===== config.mk =====
export PLATFORM = sky130hd
export DESIGN_NAME = id_ex_stage
export DESIGN_NICKNAME = d
export VERILOG_FILES = /design/src/rtl/mips_pkg.sv /design/src/rtl/hazard_detect_unit.sv /design/src/rtl/id_ex_stage.sv
export SDC_FILE = /design/constraint.sdc
export NUM_CORES = 1
export LEC_CHECK = 0
export ABC_AREA = 1
export CORE_UTILIZATION = 36
export CTS_CLUSTER_SIZE = 30
export DETAILED_ROUTE_END_ITERATION = 10
export GPL_TIMING_DRIVEN = 0
export PLACE_DENSITY = 0.88
export SLEW_MARGIN = 20
export SYNTH_ARGS = -nofsm -noshare
export SYNTH_HDL_FRONTEND = slang
export SYNTH_SLANG_ARGS = --single-unit

===== constraint.sdc =====
create_clock -name clk -period 7.3 [get_ports clk]
set_input_delay 1.825 -clock clk [delete_from_list [all_inputs] [get_ports clk]]
set_output_delay 1.825 -clock clk [all_outputs]
set_load 0.01 [all_outputs]

===== src/rtl/mips_pkg.sv =====
`default_nettype none
// ============================================================================
// Module   : mips_pkg
// Purpose  : Shared types and constants for the 5-stage MIPS pipeline.
//            ctrl_t field order (MSB..LSB):
//            {reg_write, mem_read, mem_write, mem_to_reg, alu_src, reg_dst,
//             alu_op[2:0], branch}
// Revision : 1.0 - initial release
// ============================================================================
package mips_pkg;

  localparam int AOPW = 3;

  // Register 0 is hardwired to zero and never carries a real dependency.
  localparam int unsigned REG_ZERO = 0;

  typedef enum logic [AOPW-1:0] {
    ALU_AND = 3'd0,
    ALU_OR  = 3'd1,
    ALU_ADD = 3'd2,
    ALU_SUB = 3'd6,
    ALU_SLT = 3'd7
  } alu_op_e;

  typedef struct packed {
    logic    reg_write;
    logic    mem_read;
    logic    mem_write;
    logic    mem_to_reg;
    logic    alu_src;
    logic    reg_dst;
    alu_op_e alu_op;
    logic    branch;
  } ctrl_t;

  localparam ctrl_t CTRL_BUBBLE = '0;

endpackage
`default_nettype wire


===== src/rtl/hazard_detect_unit.sv =====
`default_nettype none
// ============================================================================
// Module   : hazard_detect_unit
// Purpose  : Combinational load-use hazard detection between EX and ID.
// Ports    : ex_valid, ex_mem_read, ex_rt       - load currently in EX
//            id_valid, id_rs, id_rt, id_uses_*  - instruction in ID
//            flush                              - ID instruction squashed
//            hazard                             - load-use dependency present
//            stall                              - freeze PC and IF/ID
// Revision : 1.0 - initial release
// ============================================================================
module hazard_detect_unit
  import mips_pkg::*;
#(
  parameter int RW = 5
) (
  input  logic          ex_valid,
  input  logic          ex_mem_read,
  input  logic [RW-1:0] ex_rt,
  input  logic          id_valid,
  input  logic [RW-1:0] id_rs,
  input  logic [RW-1:0] id_rt,
  input  logic          id_uses_rs,
  input  logic          id_uses_rt,
  input  logic          flush,
  output logic          hazard,
  output logic          stall
);

  logic rs_match;
  logic rt_match;

  always_comb begin
    rs_match = id_uses_rs && (id_rs == ex_rt);
    rt_match = id_uses_rt && (id_rt == ex_rt);
    hazard   = ex_valid && ex_mem_read && (ex_rt != RW'(REG_ZERO)) &&
               id_valid && (rs_match || rt_match);
    // A flushed dependent instruction is discarded anyway, so no freeze.
    stall    = hazard && !flush;
  end

endmodule
`default_nettype wire


===== src/rtl/id_ex_stage.sv =====
`default_nettype none
// ============================================================================
// Module   : id_ex_stage
// Purpose  : ID/EX pipeline register with load-use hazard stall generation.
//            Flush or hazard turns the EX slot into a bubble (ctrl all-zero).
// Ports    : clk, rst (async, active-high)
//            id_*   - decoded instruction from ID
//            flush  - squash the ID instruction
//            stall  - combinational freeze request for PC and IF/ID
//            ex_*   - registered instruction presented to EX
//            ex_stall_cnt - stall cycle counter (only with STALL_CNT_EN)
// Config   : `define STALL_CNT_EN to add the ex_stall_cnt port and counter.
// Revision : 1.0 - initial release
// ============================================================================
module id_ex_stage
  import mips_pkg::*;
#(
  parameter int DW = 32,
  parameter int RW = 5
) (
  input  logic          clk,
  input  logic          rst,
  input  logic          id_valid,
  input  logic [RW-1:0] id_rs,
  input  logic [RW-1:0] id_rt,
  input  logic [RW-1:0] id_rd,
  input  logic          id_uses_rs,
  input  logic          id_uses_rt,
  input  logic [DW-1:0] id_rdata1,
  input  logic [DW-1:0] id_rdata2,
  input  logic [DW-1:0] id_imm,
  input  ctrl_t         id_ctrl,
  input  logic          flush,
  output logic          stall,
  output logic          ex_valid,
  output logic [RW-1:0] ex_rs,
  output logic [RW-1:0] ex_rt,
  output logic [RW-1:0] ex_rd,
  output logic [DW-1:0] ex_rdata1,
  output logic [DW-1:0] ex_rdata2,
  output logic [DW-1:0] ex_imm,
`ifdef STALL_CNT_EN
  output logic [31:0]   ex_stall_cnt,
`endif
  output ctrl_t         ex_ctrl
);

  logic          ex_valid_q,  ex_valid_d;
  logic [RW-1:0] ex_rs_q,     ex_rs_d;
  logic [RW-1:0] ex_rt_q,     ex_rt_d;
  logic [RW-1:0] ex_rd_q,     ex_rd_d;
  logic [DW-1:0] ex_rdata1_q, ex_rdata1_d;
  logic [DW-1:0] ex_rdata2_q, ex_rdata2_d;
  logic [DW-1:0] ex_imm_q,    ex_imm_d;
  ctrl_t         ex_ctrl_q,   ex_ctrl_d;
  logic          hazard;
  logic          bubble;

  hazard_detect_unit #(
    .RW (RW)
  ) u_hazard (
    .ex_valid    (ex_valid_q),
    .ex_mem_read (ex_ctrl_q.mem_read),
    .ex_rt       (ex_rt_q),
    .id_valid    (id_valid),
    .id_rs       (id_rs),
    .id_rt       (id_rt),
    .id_uses_rs  (id_uses_rs),
    .id_uses_rt  (id_uses_rt),
    .flush       (flush),
    .hazard      (hazard),
    .stall       (stall)
  );

  always_comb begin
    bubble      = flush || hazard;
    // Data and index fields always follow ID so bubbles stay deterministic.
    ex_rs_d     = id_rs;
    ex_rt_d     = id_rt;
    ex_rd_d     = id_rd;
    ex_rdata1_d = id_rdata1;
    ex_rdata2_d = id_rdata2;
    ex_imm_d    = id_imm;
    ex_valid_d  = id_valid && !bubble;
    ex_ctrl_d   = ex_valid_d ? id_ctrl : CTRL_BUBBLE;
  end

  always_ff @(posedge clk or posedge rst) begin
    if (rst) begin
      ex_valid_q  <= 1'b0;
      ex_rs_q     <= '0;
      ex_rt_q     <= '0;
      ex_rd_q     <= '0;
      ex_rdata1_q <= '0;
      ex_rdata2_q <= '0;
      ex_imm_q    <= '0;
      ex_ctrl_q   <= CTRL_BUBBLE;
    end else begin
      ex_valid_q  <= ex_valid_d;
      ex_rs_q     <= ex_rs_d;
      ex_rt_q     <= ex_rt_d;
      ex_rd_q     <= ex_rd_d;
      ex_rdata1_q <= ex_rdata1_d;
      ex_rdata2_q <= ex_rdata2_d;
      ex_imm_q    <= ex_imm_d;
      ex_ctrl_q   <= ex_ctrl_d;
    end
  end

`ifdef STALL_CNT_EN
  logic [31:0] stall_cnt_q, stall_cnt_d;

  // Natural 32-bit wrap from 0xFFFFFFFF to 0.
  always_comb begin
    stall_cnt_d = stall_cnt_q + {31'd0, stall};
  end

  always_ff @(posedge clk or posedge rst) begin
    if (rst) begin
      stall_cnt_q <= '0;
    end else begin
      stall_cnt_q <= stall_cnt_d;
    end
  end

  assign ex_stall_cnt = stall_cnt_q;
`endif

  assign ex_valid  = ex_valid_q;
  assign ex_rs     = ex_rs_q;
  assign ex_rt     = ex_rt_q;
  assign ex_rd     = ex_rd_q;
  assign ex_rdata1 = ex_rdata1_q;
  assign ex_rdata2 = ex_rdata2_q;
  assign ex_imm    = ex_imm_q;
  assign ex_ctrl   = ex_ctrl_q;

endmodule
`default_nettype wire

==> summary.md <==
| Metric | Value |
|---|---|
| Pwr dens | 262 mW/mm2 |
| CP Max Fanout | 3 |
| Xor/xnor share of the synthesized area | 0 |
| Die ar. | 0.00985 mm2 |
| Post-synthesis register bit count | 122 |
| Initial antenna violation count | 0 |
| DR pass1 iterations | 4 |
| Most used cell, CP | nand2_1 |
| Filler cells | 608 |
| Sink Count | 122 |
| Vias in the first global route | 2755 |
| Routed len/inst | 16.0 um |
| Core area | 0.00920 mm2 |
| Register Area | 0.00305 mm2 |
| Hold Crit Class | flip-flop to flip-flop |
| IO Pins | 250 |
| Fin worst setup slack | 2.01 ns |
| Yosys warns | 0 |
| Hold Vio Cnt, Final | 0 |
| All-Layer GR Usage | 0.201 |
| Clock slew at reported path FFs | 0.06 ns |
| Crit-path cells | clkdlybuf4s50_1 > inv_1 > nand2_1 > nand2_1 > nor2_1 > nand3_1 > nand2_1 > nand2_2 > nor2_1 > clkdlybuf4s50_1 |
| HPWL Detailed | 7400 um |
| RSZ-0062 raised after global routing | no |
| Final setup fails | 0 |
| Period minus WS final | 5.29 ns |
| Setup Skew | 0.00670 ns |
| Area of the multi-input gates | 228 um2 |
| Final instance area | 0.00668 mm2 |
| Rows | 35 |
| TritonCTS buffer count | 17 |
| Startpoint Class | input port |
| Port bufs | 249 |
| Slew HR | 0.666 |
| Adder-Cell Fraction of Synth Area | 0 |
| CTS tree | built |
| Top cell type's share of synthesized area | 0.897 |
| Routed vias/inst | 4.21 |
| Starting Density | 0.370 |
| Post-route ant nets | 0 |
| Distinct cell type count after synthesis | 11 |
| FMAX | 189 MHz |
| Placed Cells incl. Taps | 569 |
| Post-synthesis cell count | 208 |
| Status | finished clean |
| Crit-path slowest cell | clkdlybuf4s50_1 |
| DRT iter0 DRCs | 63 |
| Synth Area in Simple Gates | 0.0669 |
| Worst EP arrival | 3.47 ns |
| Final net count | 604 |
| Max clock buf depth | 2 |
| CTS Hold Bufs | 0 |
| Die W | 99.2 um |
| Post-DP Area | 0.00607 mm2 |
| Pre-CTS setup slack | 2.04 ns |
| Mapped Area | 0.00340 mm2 |
| Global-route wire length before repair | 14600 um |
| DRC | 0 |
| Syn Area/Cell | 16.4 um2 |
| Largest family of logic cells by synthesized area | simple AND/OR/NAND/NOR gates |
| Seq/Total Area, Yosys | 0.897 |
| Setup TNS | 0 ns |
| Crit path largest cell delay | 0.54 ns |
| Clk_lat worst skew | 0.49 ns |
| Min-delay src | ex_ctrl[8] |
| Final cell count without fillers | 601 |
| Area growth syn-to-layout | 96.1% |
| Final worst-path cycle share | 0.725 |
| Maxcap violations | 0 |
| Crit path from | id_rs[1] |
| Routability cong. | 0.778 |
| Design Power | 1.75 mW |
| Mux cell area share after synthesis | 0 |
| Final Util | 0.726 |
| Total grt overflow | 0 |
| Die height | 99.2 um |
| Reg2Reg Launch Point | ex_rt[1] |
| Least-Margin Pin Slew | 0.501 ns |
| Critical Path End Type | output pin |
| Max Transition Viols Final | 0 |
| Clock Tree Root | clkbuf_8 |
| Pin count of the biggest net entering global routing | 69 |
| Via count | 2533 |
| DRT Wirelength | 9610 um |
| Ranking of synthesized cells by area | dfrtp_1 (90%), nand2_1 (3.2%), inv_1 (3.0%) |
| Hold Slack | 0.727 ns |
| ANT cells | 0 |
| Share of cells above drive strength 1 | 0.0837 |
| Crit path required time | 5.48 ns |
| Max IR drop VDD | 0.000139 V |
| Post_cts resized | 0 |
| H-Tree Depth | 4 |
| Largest area contributor in the synthesized netlist | dfrtp_1 |
| Syn_nets | 335 |
| Post-synthesis compound-gate area fraction | 0 |
| Total leakage power | 3.02 nW |
| Post CTS Setup Buffer Count | 0 |
| Kind of critical path | input port to output pin |
==> critical path: cells and delay by family <==
family / cells / cell delay (ns)
simple gates: 7 / 0.54
buf+inv: 3 / 1.11
==> registers in the layout (all words and copies together), names as in the netlist <==
register   flops
ex_imm        32
ex_rdata1     32
ex_rdata2     32
ex_ctrl       10
ex_rd          5
ex_rs          5
ex_rt          5
ex_valid       1
==> report_power, final <==
group / switching (mW) / internal [mW]
Combinational: 0.0648 / 0.121
Clock: 0.301 / 0.541
Sequential: 0.0115 / 0.710
Total: 0.378 / 1.37
==> cell usage in the layout, fill, tap and decap left out, drive strengths merged <==
cell type	n
clkdlybuf4s50	249
dfrtp	122
nand2	31
inv	30
nor2	21
clkbuf	19
clkinv	5
bufinv	3
clkinvlp	3
buf	3
nand3	2
nand4	2
==> area by class of cell <==
class / instances / area share
multi-input cells: 56 / 0.0341
plain buffers: 2 / 0.00281
flip-flops and latches: 122 / 0.457
clock inverters: 13 / 0.0249
inverters: 28 / 0.0165
well taps: 111 / 0.0208
clock buffers: 19 / 0.0662
repair buffers: 250 / 0.377
==> synth_stat cells <==
| master | number |
|---|---|
| dfrtp_1 | 122 |
| nand2_1 | 29 |
| inv_1 | 27 |
| nor2_1 | 19 |
| nand2_2 | 2 |
| nand3_1 | 2 |
| nand4_1 | 2 |
| nor2_2 | 2 |
| buf_4 | 1 |
| buf_6 | 1 |
| inv_2 | 1 |
==> per-layer routing <==
layer	vias to the layer above	GRT usage	routed length, um
met5	-	0	0
met4	0	0.0781	178
met1	1214	0.206	3400
met2	147	0.358	5160
li1	1157	-	-
met3	15	0.0907	868
==> worst paths after layout <==
| path | endpoint | slack [ns] | depth (start not counted) |
|---|---|---|---|
| worst max-delay path | stall | 2.01 | 10 |
| worst min-delay path | ex_ctrl[9] | 0.73 | 5 |
| worst max register to register | ex_valid | 5.99 | 10 |
| worst min register to register | ex_ctrl[9] | 0.73 | 5 |
| max in group asynchronous | ex_imm[0] | 4.85 | 3 |
| min in group asynchronous | ex_rdata1[24] | 1.75 | 2 |
==> cells by family after synthesis <==
family | count (synthesis)
and+or+nand+nor | 56
buffers and inverters | 30
DFF | 122
Power figures use the tool's default switching activity.
